### src/rtl/glitch_sweep_ctrl.sv
// Fault-injection sweep sequencer: reset pulse, programmable delay, glitch pulse, observe, report.
// Optional build macro GLITCH_RETRY_EN repeats each grid point RETRIES times.
//
// state     | meaning
// ----------+------------------------------------------------------------
// S_IDLE    | waiting for start
// S_RESET   | target held in reset for RESET_CYCLES
// S_DELAY   | reset released, counting cur_delay before the glitch
// S_GLITCH  | glitch MOSFET driven for cur_len cycles
// S_OBSERVE | waiting for success/fail or timeout
// S_REPORT  | record offered to UART queue until accepted
// S_ADVANCE | step retry count or delay/length grid
// S_HIT     | success seen, target left running
// S_DONE    | grid exhausted
module glitch_sweep_ctrl #(
  parameter int             W              = 16,
  parameter int             RESET_CYCLES   = 16,
  parameter logic [W-1:0]   DELAY_MIN      = 16'h0700,
  parameter logic [W-1:0]   DELAY_MAX      = 16'h0730,
  parameter logic [W-1:0]   LEN_MIN        = 16'h0180,
  parameter logic [W-1:0]   LEN_MAX        = 16'h0190,
  parameter logic [23:0]    OBSERVE_CYCLES = 24'h100000,
  parameter int             RETRIES        = 4
) (
  input  logic         CLK,
  input  logic         RST,
  input  logic         start,
  input  logic         abort,
  input  logic         success,
  input  logic         fail,
  output logic         reset_out,
  output logic         glitch_out,
  output logic         rec_valid,
  input  logic         rec_ready,
  output logic [W-1:0] rec_delay,
  output logic [W-1:0] rec_len,
  output logic [1:0]   rec_result,
  output logic         busy,
  output logic         hit,
  output logic         done
);

  localparam int CW    = (W > 24) ? W : 24;
  localparam int TRY_W = $clog2(RETRIES + 1);
`ifdef GLITCH_RETRY_EN
  localparam int ATTEMPTS = (RETRIES < 1) ? 1 : RETRIES;
`else
  localparam int ATTEMPTS = 1;
`endif

  localparam logic [CW-1:0]    RST_LOAD = CW'(RESET_CYCLES - 1);
  localparam logic [CW-1:0]    OBS_LOAD = CW'(OBSERVE_CYCLES - 24'd1);
  localparam logic [TRY_W-1:0] TRY_LAST = TRY_W'(ATTEMPTS - 1);

  typedef enum logic [3:0] {
    S_IDLE, S_RESET, S_DELAY, S_GLITCH, S_OBSERVE,
    S_REPORT, S_ADVANCE, S_HIT, S_DONE
  } state_t;

  state_t           state;
  logic [CW-1:0]    tmr;
  logic [TRY_W-1:0] try_cnt;
  logic [W-1:0]     cur_delay;
  logic [W-1:0]     cur_len;

  always_ff @(posedge CLK) begin
    if (RST) begin
      state      <= S_IDLE;
      tmr        <= '0;
      try_cnt    <= '0;
      cur_delay  <= DELAY_MIN;
      cur_len    <= LEN_MIN;
      reset_out  <= 1'b0;
      glitch_out <= 1'b0;
      rec_valid  <= 1'b0;
      rec_delay  <= '0;
      rec_len    <= '0;
      rec_result <= 2'b00;
      busy       <= 1'b0;
      hit        <= 1'b0;
      done       <= 1'b0;
    end else if (abort) begin
      state      <= S_IDLE;
      reset_out  <= 1'b0;
      glitch_out <= 1'b0;
      rec_valid  <= 1'b0;
      busy       <= 1'b0;
      hit        <= 1'b0;
      done       <= 1'b0;
    end else begin
      case (state)
        S_IDLE, S_HIT, S_DONE: begin
          if (start) begin
            cur_delay <= DELAY_MIN;
            cur_len   <= LEN_MIN;
            try_cnt   <= '0;
            tmr       <= RST_LOAD;
            reset_out <= 1'b1;
            busy      <= 1'b1;
            hit       <= 1'b0;
            done      <= 1'b0;
            state     <= S_RESET;
          end
        end
        S_RESET: begin
          if (tmr == '0) begin
            reset_out <= 1'b0;
            // zero delay: glitch starts on the very first reset-low cycle
            if (cur_delay == '0) begin
              glitch_out <= 1'b1;
              tmr        <= CW'(cur_len) - CW'(1);
              state      <= S_GLITCH;
            end else begin
              tmr   <= CW'(cur_delay) - CW'(1);
              state <= S_DELAY;
            end
          end else begin
            tmr <= tmr - CW'(1);
          end
        end
        S_DELAY: begin
          if (tmr == '0) begin
            glitch_out <= 1'b1;
            tmr        <= CW'(cur_len) - CW'(1);
            state      <= S_GLITCH;
          end else begin
            tmr <= tmr - CW'(1);
          end
        end
        S_GLITCH: begin
          if (tmr == '0) begin
            glitch_out <= 1'b0;
            tmr        <= OBS_LOAD;
            state      <= S_OBSERVE;
          end else begin
            tmr <= tmr - CW'(1);
          end
        end
        S_OBSERVE: begin
          if (success || fail || tmr == '0) begin
            rec_valid  <= 1'b1;
            rec_delay  <= cur_delay;
            rec_len    <= cur_len;
            rec_result <= success ? 2'b01 : (fail ? 2'b00 : 2'b10);
            state      <= S_REPORT;
          end else begin
            tmr <= tmr - CW'(1);
          end
        end
        S_REPORT: begin
          if (rec_ready) begin
            rec_valid <= 1'b0;
            if (rec_result == 2'b01) begin
              busy  <= 1'b0;
              hit   <= 1'b1;
              state <= S_HIT;
            end else begin
              state <= S_ADVANCE;
            end
          end
        end
        S_ADVANCE: begin
          if (try_cnt != TRY_LAST) begin
            try_cnt   <= try_cnt + TRY_W'(1);
            tmr       <= RST_LOAD;
            reset_out <= 1'b1;
            state     <= S_RESET;
          end else begin
            try_cnt <= '0;
            if (cur_delay < DELAY_MAX) begin
              cur_delay <= cur_delay + W'(1);
              tmr       <= RST_LOAD;
              reset_out <= 1'b1;
              state     <= S_RESET;
            end else if (cur_len < LEN_MAX) begin
              cur_delay <= DELAY_MIN;
              cur_len   <= cur_len + W'(1);
              tmr       <= RST_LOAD;
              reset_out <= 1'b1;
              state     <= S_RESET;
            end else begin
              busy  <= 1'b0;
              done  <= 1'b1;
              state <= S_DONE;
            end
          end
        end
        default: begin
          reset_out  <= 1'b0;
          glitch_out <= 1'b0;
          rec_valid  <= 1'b0;
          busy       <= 1'b0;
          state      <= S_IDLE;
        end
      endcase
    end
  end

endmodule

### config.mk
export PLATFORM = sky130hd
export DESIGN_NAME = glitch_sweep_ctrl
export DESIGN_NICKNAME = d
export VERILOG_FILES = /design/src/rtl/glitch_sweep_ctrl.sv
export SDC_FILE = /design/constraint.sdc
export NUM_CORES = 1
export LEC_CHECK = 0
export ABC_AREA = 1
export BUFFER_PORTS_ARGS = -buffer_cell sky130_fd_sc_hd__buf_2
export CORE_MARGIN = 1.5
export CORE_UTILIZATION = 47
export DETAILED_ROUTE_END_ITERATION = 16
export SYNTH_ARGS = -nofsm -noshare
export SYNTH_HDL_FRONTEND = slang
export SYNTH_SLANG_ARGS = --single-unit
export TNS_END_PERCENT = 30
### constraint.sdc
create_clock -name CLK -period 2.65 [get_ports CLK]
set_clock_uncertainty 0.15 [all_clocks]
set_input_delay 0 -clock CLK [delete_from_list [all_inputs] [get_ports CLK]]
set_output_delay 0 -clock CLK [all_outputs]
set_load 0.02 [all_outputs]
==> run_results.csv <==
group,metric,value,unit
placement,placed_area,0.00661,mm^2
synthesis,syn_area_per_cell,6.46,um^2
power,ir_drop,0.493,mV
worst_setup_path,critPathBufInv,2,
floorplan,rows,41,
placement,place_ws,0.187,ns
worst_setup_path,crit_path_start_kind,"register",
grt,grt_overflow_total,0,
finish,drive_gt1_share,11.9,%
floorplan,dieArea,0.0137,mm^2
placement,hpwl,14100,um
worst_setup_path,worstPathCellList,"inv_1, ha_1, nand2_1, nor2_1, nand2_1, nand2_4, inv_1, nand3_1, nand3_1, nand2_1, nand2_1, nand2_1, a21oi_1",
power,clock_power_share,24.9,%
timing,clock.fmax,0.412,GHz
route,vias,6323,
grt,grtUsageTotal,28.1,%
clocking,htreeDepth,3,
power,pwr_density_cell,772,mW/mm^2
grt,grt_pass1_vias,5814,
worst_setup_path,crit_type,"register to register",
finish,final_cell_area,0.00698,mm^2
finish,synthToLayoutAreaGrowth,13.9,%
worst_setup_path,critPathMaxStageDelay,0.32,ns
clocking,root_buffer,"clkbuf_16",
clocking,cts_max_path_buffers,2,
power,internal-power,3.07,mW
route,wl,18400,um
synthesis,synthFlopType,"dfxtp_1",
floorplan,fp.dieH,117,um
synthesis,synth_edf_count,0,
finish,mostFrequentLayoutCells,"221 x nand2_1, 122 x nor2_1, 103 x dfxtp_1, 97 x inv_1, 78 x o21ai_0",
timing,hold_viol_final,0,
timing,slew_headroom,60.7,%
timing,tightest_slew,0.589,ns
placement,port_buffers,46,
synthesis,synth_warnings,0,
floorplan,start_util,48.3,%
synthesis,ys_ff_latch,103,
finish,antennaDiodeCount,0,
route,drtAntennaViolNets,0,
power,comb_power_share,42.3,%
worst_setup_path,cp_top_family,"simple AND/OR/NAND/NOR gates",
floorplan,die_width,117,um
finish,fin_util,55.1,%
route,avgRoutedWirePerCell,15.6,um
hold_path,min_path_type,"input pin to register",
placement,dp.cells,1161,
worst_setup_path,cp_data_arrival_time,2.51,ns
clocking,numCtsBuffers,9,
flow_run,maxCapViolations,0,
floorplan,core,0.0127,mm^2
grt,grt_pass1_wl,29400,um
synthesis,ys_types,42,
route,drtIter0Drc,510,
finish,fin_cells,1184,
clocking,cts.reportedPaths.clkPinSlew,0.08,ns
power,switching_power,2.31,mW
timing,finalSetupTns,0,ns
timing,period_share,91.5,%
power,p_seq_share,32.8,%
power,report.power.total,5.38,mW
clocking,clkLatencyLatePin,0.37,ns
timing,setup_viol,0,
clocking,cts_tree,"done",
finish,nets,1023,
timing,grt_setup_unrepaired,"no",
synthesis,synth_area,0.00612,mm^2
timing,maxSlewViolCount,0,
timing,period_needed,2.42,ns
clocking,cts.sinks,103,
synthesis,async_flop_share,0,%
placement,gp_congestion,0.946,
power,p_leak,3.37,nW
worst_setup_path,path_common_cell,"nand2_1",
floorplan,ioPinCount,47,
grt,grt_start_max_net_pins,65,
route,dr.pass1.iters,8,
synthesis,syn_inst,947,
worst_setup_path,timing.critical_path.slowest_stage_cell,"dfxtp_1",
route,drc,0,
finish,final_common_cell,"nand2_1",
worst_setup_path,worstPathMaxFanout,10,
grt,antenna_found_initial,0,
worst_setup_path,cp.required,2.74,ns
timing,setup_ws,0.225,ns
route,vias_per_cell,5.34,
worst_setup_path,worstSetupEndpointType,"register",
power,sw_frac_of_total,43.0,%
synthesis,syn-num-nets,963,
status,status,"complete, no violations",
synthesis,yosysSeqAreaShare,33.7,%
timing,whs,0.0161,ns
## layer usage
metal,GRT usage [%],wire (um),vias to the layer above,share of wire [%]
met3,5.51,1020,40,5.6
met1,37.0,8390,2866,46
met2,45.2,8480,207,46
li1,-,-,3210,-
met4,11.8,547,0,3.0
met5,0,0,-,0
## cell type report
type | count | area, um^2
Inverter | 105 | 395
Tap cell | 172 | 215
Clock inverter | 6 | 57.6
Fill cell | 1333 | 5700
Sequential cell | 103 | 2060
Multi-Input combinational cell | 713 | 3540
Clock buffer | 10 | 229
Timing Repair Buffer | 75 | 473
## timing repair
action	CTS	global route
endpoints found under the setup margin	0	8
hold buffers	5	0
endpoints found under the hold margin	7	0
buffers inserted	0	2
resized for setup	0	4
## cells in the mapped netlist, types with 2 or more instances
cell      count  share of area (%)
nor3_4        2               0.53
inv_1        97                5.9
inv_2         7               0.43
o21a_1        2               0.25
dfxtp_1     103                 34
o21ai_0      79                6.5
xnor2_1       8                1.1
nand2_1     221                 14
buf_2        13                1.1
a31oi_1       5               0.51
buf_6         2               0.37
nand2_2       7               0.72
nand2_4       2               0.37
a211oi_1      4               0.49
nor2_1      123                7.5
a21oi_1      76                6.2
o22ai_1       6               0.61
clkbuf_1      9               0.55
a21oi_2       2               0.29
ha_1          9                1.8
xor2_1       28                4.0
nor3_1       22                1.8
o211ai_1      3               0.37
nand3_1      73                6.0
nor2_2        4               0.41
nand4_1      15                1.5
nor2_4        5               0.92
o21ai_1       6               0.49
## worst paths after layout
kind	start	end	cells past startpoint	slack, ns
worst max-delay path	cur_delay[1]$_SDFFE_PP0P_	tmr[11]$_SDFFE_PP0P_	13	0.23
worst min register to register	glitch_out$_SDFFE_PP0P_	glitch_out$_SDFFE_PP0P_	2	0.29
worst min-delay path	RST	cur_delay[13]$_SDFFE_PP0P_	3	0.02
worst max register to register	cur_delay[1]$_SDFFE_PP0P_	tmr[11]$_SDFFE_PP0P_	13	0.23
## power by group through the flow
stage / Sequential, mW / Combinational [mW] / Clock [mW]
floorplan: 1.84 / 1.58 / 0
global placement: 1.80 / 2.21 / 0
detailed placement: 1.80 / 2.22 / 0
CTS: 1.77 / 2.24 / 1.37
global route: 1.78 / 2.55 / 1.41
finish: 1.77 / 2.28 / 1.34
## cell families after synthesis
family	share of synthesized area [%]
XOR/XNOR	5.15
buffers and inverters	8.64
adder cells (fa/ha/maj)	1.84
AND/OR/NAND/NOR	34.4
AO/OA/AOI/OAI	16.3
flip-flops	33.7
## worst reg2reg max path, cell delays in order (launching register included)
cell and delay [ns]:
dfxtp_1 0.32, inv_1 0.18, ha_1 0.21, nand2_1 0.06, nor2_1 0.21, nand2_1 0.20
nand2_4 0.17, inv_1 0.18, nand3_1 0.18, nand3_1 0.14, nand2_1 0.14, nand2_1 0.06
nand2_1 0.05, a21oi_1 0.05
## flip-flops by register name, summed over array words and instances (netlist names)
| signal | count |
|---|---|
| rec_len | 16 |
| tmr | 24 |
| hit | 1 |
| cur_delay | 16 |
| done | 1 |
| cur_len | 16 |
| busy | 1 |
| try_cnt | 3 |
| rec_result | 2 |
| state | 4 |
| glitch_out | 1 |
| reset_out | 1 |
| rec_delay | 16 |
| rec_valid | 1 |
Power figures use the tool's default switching activity.
